===== config.mk =====
export PLATFORM = sky130hd
export DESIGN_NAME = instruction_fetch
export DESIGN_NICKNAME = d
export VERILOG_FILES = /design/src/rtl/instruction_fetch.sv
export SDC_FILE = /design/constraint.sdc
export NUM_CORES = 1
export LEC_CHECK = 0
export ABC_CLOCK_PERIOD_IN_PS = 2100
export CAP_MARGIN = 20
export CORE_MARGIN = 5
export CORE_UTILIZATION = 46
export CTS_CLUSTER_SIZE = 14
export DETAILED_ROUTE_END_ITERATION = 8
export PLACE_DENSITY = 0.8
export SYNTH_ARGS = -nofsm -noshare
export SYNTH_HDL_FRONTEND = slang
export SYNTH_SLANG_ARGS = --single-unit

===== constraint.sdc =====
create_clock -name clock -period 2.1 [get_ports clock]
set_input_delay 0.315 -clock clock [delete_from_list [all_inputs] [get_ports clock]]
set_output_delay 0.315 -clock clock [all_outputs]
set_load 0.02 [all_outputs]

===== src/rtl/instruction_fetch.sv =====
// instruction_fetch: fetches one- or two-word instructions from a word-addressed
// instruction memory and presents them to decode with a valid/ready handshake.
// The first word's opcode field [2:0] decides the length: I_TYPE and M_TYPE carry
// a second (immediate) word, every other opcode is a single word.
// Optional feature macro: FETCH_STALL_CNT_EN adds the stall_cycles output, which
// counts cycles spent presenting an instruction that decode does not accept.
module instruction_fetch #(
    parameter logic [15:0] RESET_PC = 16'h0000
) (
    input  logic        clock,
    input  logic        reset,
    output logic [15:0] mem_addr,
    output logic        mem_re,
    input  logic [15:0] mem_rdata,
    input  logic        mem_ready,
    output logic [15:0] instr,
    output logic [15:0] imm,
    output logic [15:0] instr_pc,
    output logic        instr_valid,
    input  logic        instr_ready,
    input  logic        halt,
    input  logic        pc_load,
    input  logic [15:0] pc_target
`ifdef FETCH_STALL_CNT_EN
    ,
    output logic [15:0] stall_cycles
`endif
);

    // Opcode field encoding shared with decode; only the two-word classes matter here.
    localparam logic [2:0] R_TYPE = 3'd0;
    localparam logic [2:0] I_TYPE = 3'd1;
    localparam logic [2:0] M_TYPE = 3'd2;

    typedef enum logic [2:0] {
        START   = 3'd0,
        FETCH0  = 3'd1,
        FETCH1  = 3'd2,
        PRESENT = 3'd3,
        HALTED  = 3'd4
    } state_t;

    state_t      state;
    state_t      state_next;
    logic [15:0] pc;
    logic [15:0] instr_q;
    logic [15:0] imm_q;
    logic [15:0] fetch_pc;
    logic        dword;
    logic        redirect;

    // Length decode of the word arriving from memory in FETCH0.
    assign dword    = (mem_rdata[2:0] == I_TYPE) || (mem_rdata[2:0] == M_TYPE);
    // A redirect wins over every other event except when halted.
    assign redirect = pc_load && (state != HALTED);

    assign mem_addr = pc;
    assign instr    = instr_q;
    assign imm      = imm_q;
    assign instr_pc = fetch_pc;

    // State register.
    always_ff @(posedge clock or posedge reset) begin
        if (reset)
            state <= START;
        else
            state <= state_next;
    end

    // Next-state and handshake outputs.
    always_comb begin
        state_next  = state;
        mem_re      = 1'b0;
        instr_valid = 1'b0;
        case (state)
            START: begin
                state_next = FETCH0;
            end
            FETCH0: begin
                mem_re = 1'b1;
                if (pc_load)
                    state_next = FETCH0;
                else if (mem_ready)
                    state_next = dword ? FETCH1 : PRESENT;
            end
            FETCH1: begin
                mem_re = 1'b1;
                if (pc_load)
                    state_next = FETCH0;
                else if (mem_ready)
                    state_next = PRESENT;
            end
            PRESENT: begin
                instr_valid = 1'b1;
                if (pc_load)
                    state_next = FETCH0;
                else if (instr_ready)
                    state_next = halt ? HALTED : FETCH0;
            end
            HALTED: begin
                state_next = HALTED;
            end
            default: begin
                state_next = START;
            end
        endcase
    end

    // PC and fetched-word registers; words only latch on a completed read
    // that is not overridden by a redirect, so presented data stays stable.
    always_ff @(posedge clock or posedge reset) begin
        if (reset) begin
            pc       <= RESET_PC;
            instr_q  <= 16'h0000;
            imm_q    <= 16'h0000;
            fetch_pc <= 16'h0000;
        end else if (redirect) begin
            pc <= pc_target;
        end else begin
            case (state)
                FETCH0: begin
                    if (mem_ready) begin
                        instr_q  <= mem_rdata;
                        fetch_pc <= pc;
                        pc       <= pc + 16'd1;
                        if (!dword)
                            imm_q <= 16'h0000;
                    end
                end
                FETCH1: begin
                    if (mem_ready) begin
                        imm_q <= mem_rdata;
                        pc    <= pc + 16'd1;
                    end
                end
                default: begin
                end
            endcase
        end
    end

`ifdef FETCH_STALL_CNT_EN
    // Saturating count of cycles an instruction waits on decode.
    always_ff @(posedge clock or posedge reset) begin
        if (reset)
            stall_cycles <= 16'h0000;
        else if (instr_valid && !instr_ready && (stall_cycles != 16'hFFFF))
            stall_cycles <= stall_cycles + 16'd1;
    end
`endif

endmodule


# Yosys cells after proc, flatten, opt, wreduce, memory -nomap -nowiden
# Index checks and enable logic that the tools add are counted.
[classes] reduce_logical=11 addsub=1 eq_ne=13 muxes=18 bitwise=1
[ops] operator="2-to-1 mux 16 bit" n=6
[ops] operator="one-hot mux 16 bit (2 select lines)" n=1
[ops] operator="2-to-1 mux 3 bit" n=7
[ops] operator="adder 16 x 1 -> 16 bit, second input constant" n=1
[ops] operator="one-hot mux 3 bit (5 select lines)" n=1
[ops] operator="inequality test 3 bit, second input constant" n=4
[ops] operator="== test 3 x 2 -> 1 bit, second input constant" n=3
[ops] operator="== test 3 x 1 -> 1 bit, second input constant" n=2
[ops] operator="inequality test 2 bit, second input constant" n=3
[ops] operator="AND reduction 3 bit" n=2
[ops] operator="nonzero test 2 bit" n=3
[ops] operator="AND reduction 5 bit" n=1
[ops] operator="== test 3 bit, second input constant" n=1
[ops] operator="logical NOT 3 bit" n=1
[ops] operator="2-to-1 mux 1 bit" n=3
[ops] operator="AND reduction 2 bit" n=1
[ops] operator="OR reduction 2 bit" n=1
[ops] operator="logical AND 1 bit" n=1
[ops] operator="logical OR 1 bit" n=1
[ops] operator="inverter 1 bit" n=1
[totals] wordCells=49 reg_bits=67 out_inout_bits=66

# Logic depth before layout (Yosys ltp)
# Gate-level depths: netlist of run 1.
[depth] ltp_word=6 ltp_mapped=8

# Worst setup path after synthesis of run 1
# No wires, ideal clock.
[synth_path] kind="register -> register" start="register state[2]" end="register instr_q[0] (netlist: instr[0])" path_stages_with_launch=8 required_ns=1.975 period_less_slack_ns=1.898 arrival_time_ns=1.773 setup_slack_ns=0.202 cell_sequence="dfrtp_1 > buf_6 > nand2b_4 > buf_6 > or4b_4 > buf_6 > buf_12 > mux2_4"
[synth_via] elab_chain_cells=4 word_cells_on_any_way=5
[synth_rtl] element="start: declaration" line_no="43" source="state_t state;"
[synth_rtl] element="start signal: assignment" line_no="67" source="state <= state_next;"
[synth_rtl] element="inequality test 3 bit" line_no="55" source="assign redirect = pc_load && (state != HALTED);"
[synth_rtl] element="logical AND 1 bit" line_no="55"
[synth_rtl] element="inverter 1 bit (no source line)"
[synth_rtl] element="AND reduction 3 bit (no source line) (*)"
[synth_rtl] element="end signal: assignment" line_no="123" source="instr_q <= mem_rdata;"
[synth_rtl] element="end: declaration" line_no="46" source="logic [15:0] instr_q;"
# Every way passes the cells marked *; elsewhere a longest branch is shown, timed or not.
# A chain may end at the register's enable or synchronous reset.

# Worst setup path in the final report of run 1
[layout_path] start="register state[0]" end="register pc[15] (netlist: mem_addr[15])"
[layout_via] elab_chain_cells=4 word_cells_on_any_way=9
[layout_rtl] element="== test 3 x 2 -> 1 bit, or another cell as far along" line_no="120" source="case (state)"
[layout_rtl] element="OR reduction 2 bit (no source line) / logical AND 1 bit (equally long branches)"
[layout_rtl] element="nonzero test 2 bit (no source line)"
[layout_rtl] element="AND reduction 2 bit (no source line)"
[layout_rtl] element="end signal: assignment" line_no="118" source="pc <= pc_target;"
[layout_rtl] element="end signal: assignment" line_no="125" source="pc <= pc + 16'd1;"
[layout_rtl] element="end signal: assignment" line_no="133" source="pc <= pc + 16'd1;"
[layout_rtl] element="end: declaration" line_no="45" source="logic [15:0] pc;"
# Several ways; a longest one is shown, not always the timed one.

==> metrics.md, run 1 <==
| Metric | Value |
|---|---|
| CTS tree | `built` |
| Largest net degree at the start of global routing | `37` |
| Final period util | `95.8%` |
| #FFs+latches synth | `67` |
| Fin nets | `404` |
| Sink Count | `67` |
| Core area | `0.00679 mm2` |
| CP max FO | `21` |
| WL/cell | `18.1 um` |
| Mapped Cells | `251` |
| Leakage | `2.00 nW` |
| CP Class | `flop to flop` |
| HPWL after DPL | `6.26 mm` |
| Ys flop type | `dfrtp_1` |
| RSZ-0062 raised after global routing | `false` |
| Share of cells above drive strength 1 | `19.5%` |
| Comb pwr share | `37.5%` |
| Buffers on Ports | `103` |
| Htree depth | `3` |
| FP Rows | `30` |
| Final core occ | `67.3%` |
| Setup ws final | `0.0881 ns` |
| Crit-path cells | `buf_4, or3b_2, nand2_2, a211oi_1, o22a_1` |
| Tot Pwr | `4.28 mW` |
| Avg Cell Area, Syn | `12.8 um2` |
| Synth area leader | `dfrtp_1` |
| Routed wire length | `8.44 mm` |
| Hold Fails Final Rpt | `0` |
| Slowest library cell on the worst path | `or3b_2` |
| Setup Fix Bufs, Post-CTS | `0` |
| Synth warnings | `0` |
| Pins Over Slew Limit | `0` |
| Routed vias | `2517` |
| Die area | `0.00874 mm2` |
| Starting Density | `47.2%` |
| All-Layer GR Usage | `20.1%` |
| Die span in y | `93.5 um` |
| Clk network pwr share | `21.6%` |
| Worst path max stage delay | `0.53 ns` |
| PwrDens | `937 mW/mm2` |
| Vias in the first global route | `2539` |
| Post-synth ARST share | `100%` |
| Slew HR | `67.4%` |
| CP Data Required Time | `2.33 ns` |
| Status | `complete, no violations` |
| Layout area overhead | `42.5%` |
| Clk_lat worst skew | `0.34 ns` |
| Worst Clk Skew | `0.00719 ns` |
| Cts bufs inserted | `9` |
| Post-synthesis sequential area ratio | `52.3%` |
| Int Pwr | `2.86 mW` |
| Synth top area share | `52.3%` |
| Worst setup EP type | `flop` |
| Total gr overflow | `0` |
| Cells after DPL | `450` |
| Synthesized Nets | `290` |
| Routed Antenna Nets | `0` |
| CTS Buffer Depth | `2` |
| CP arrival | `2.24 ns` |
| Place WS | `-0.00485 ns` |
| Ant. Diodes | `0` |
| Die Wd | `93.5 um` |
| Share of power burned in registers | `40.9%` |
| Vias per Instance | `5.40` |
| Crit path time final | `2.01 ns` |
| Setup Viol. Count Final | `0` |
| Peak VDD IR | `0.000366 V` |
| Iter 0 DRT Violations | `126` |
| Switching Fraction | `33.3%` |
| Worst setup SP type | `flop` |
| CTS root buf | `clkbuf_8` |
| Post-route DRC | `0` |
| Routability Congestion | `0.847` |
| Pre-antenna DRT Iters | `4` |
| Synth top cells by count | `dfrtp_1, mux2_4, a22o_1` |
| Synth Cell Area | `0.00321 mm2` |
| Area contributors post-synth | `dfrtp_1, mux2_4, a22o_1` |
| Post-synth cell types | `49` |
| Max-cap check violation count | `0` |
| Post-synth EDFFs | `0` |
| Top-count cell post-synth | `dfrtp_1` |
| Hold Crit Class | `primary input to async pin` |
| Worst-Margin Slew | `0.488 ns` |
| Fin cells | `466` |
| Io pins | `104` |
| Peak Freq | `497 MHz` |
| P_sw | `1.43 mW` |
| Antenna violations before repair | `0` |
| Global-route wire length before repair | `13.7 mm` |
| Worst-path clk slew | `0.08 ns` |
## layer usage
layer  GRT usage (%)  part of all wire [%]
met1            27.3                    43
met2            31.6                    49
met3            4.02                   5.4
met4            8.18                   1.9
met5               0                     0
## path summary, 6_finish.rpt
check	to	from	depth (start not counted)	slack [ns]
worst max-delay path	mem_addr[15]	state[0]	5	0.09
worst min register to register	imm[12]	imm[12]	1	0.50
worst max register to register	mem_addr[15]	state[0]	5	0.09
max in group asynchronous	instr_pc[13]	reset	3	1.35
worst min-delay path	imm[7]	reset	3	0.39
min in group clock	imm[12]	imm[12]	1	0.50
## power by group through the flow
stage	sequential [mW]	combinational [mW]	clock [mW]
after floorplan	2.04	0.569	0
after global placement	1.76	1.58	0
after detailed placement	1.77	1.62	0
after CTS	1.75	1.62	0.946
after global routing	1.80	1.69	0.997
final	1.75	1.61	0.924
## worst max-delay path: cells and delay by family, from the launching register on
family	cells	cell delay (ns)
AO/OA/AOI/OAI	2	0.36
buffers and inverters	1	0.20
flip-flops	1	0.44
AND/OR/NAND/NOR	2	0.90
## repair_timing
item                       4_1_cts  5_1_grt
setup endpoints to repair        1        2
hold buffers                     0        0
resized for setup                1        3
pin swaps                        0        0
## area by class of cell
cell class	count	area, um2
Clock inverter	6	42.5
Sequential cell	67	1680
Timing Repair Buffer	119	1190
Inverter	4	15.0
Tap cell	96	120
Multi-Input combinational cell	164	1400
Fill cell	527	2220
Clock buffer	10	128
## state kept, by name, indices dropped and copies added, names as in the netlist
register	count
instr	16
imm	16
mem_addr	16
instr_pc	16
state	3
## per-stage QoR
stage	hold slack (ns)	area, um2	setup TNS (ns)
finish	0.388	4570	0
global route	0.439	4570	0
CTS	0.394	4550	-0.0310
detailed placement	0.485	4380	-0.00485
global placement	0.475	4380	0
floorplan	0.455	3210	0
## cells by family (layout without fill, tap and decap cells)
kind of cell	after synthesis	after routing	share of synthesized area (%)
adders and majority gates	1	1	0.390
xor gates and xnor gates	7	7	1.91
buffers and inverters	20	139	4.80
AOI/OAI and AO/OA	61	61	13.9
muxes	35	35	15.4
DFF	67	67	52.3
and+or+nand+nor	60	60	11.4
## layout by cell type (no fill, tap or decap), drive strengths merged, types with 2 or more instances in the layout
| cell | instances |
|---|---|
| clkdlybuf4s50 | 101 |
| dfrtp | 67 |
| mux2 | 31 |
| a22o | 16 |
| buf | 16 |
| nor2 | 14 |
| clkbuf | 10 |
| o21ai | 9 |
| nand2 | 7 |
| xnor2 | 7 |
| a31oi | 6 |
| nand3 | 6 |
| a21oi | 6 |
| nand4 | 6 |
| a211oi | 5 |
| mux2i | 4 |
| nor3 | 4 |
| and3 | 4 |
| a2bb2oi | 4 |
| and4 | 4 |
| inv | 4 |
| clkinv | 4 |
| o41ai | 3 |
| o22ai | 3 |
| nor4b | 3 |
| and2 | 2 |
| o31ai | 2 |
| o22a | 2 |
| clkinvlp | 2 |
| dlymetal6s2s | 2 |
| or4b | 2 |
| or3 | 2 |
(Power assumes the default switching activity.)
==> inputs of run 2 (changes only) <==
--- a/config.mk
+++ b/config.mk
@@ -9,7 +9,7 @@
 export CAP_MARGIN = 20
 export CORE_MARGIN = 5
 export CORE_UTILIZATION = 46
-export CTS_CLUSTER_SIZE = 14
+export CTS_CLUSTER_SIZE = 12
 export DETAILED_ROUTE_END_ITERATION = 8
 export PLACE_DENSITY = 0.8
 export SYNTH_ARGS = -nofsm -noshare
==> results of run 2 <==
Final layout, timing and power as in run 1 (identical DEF).
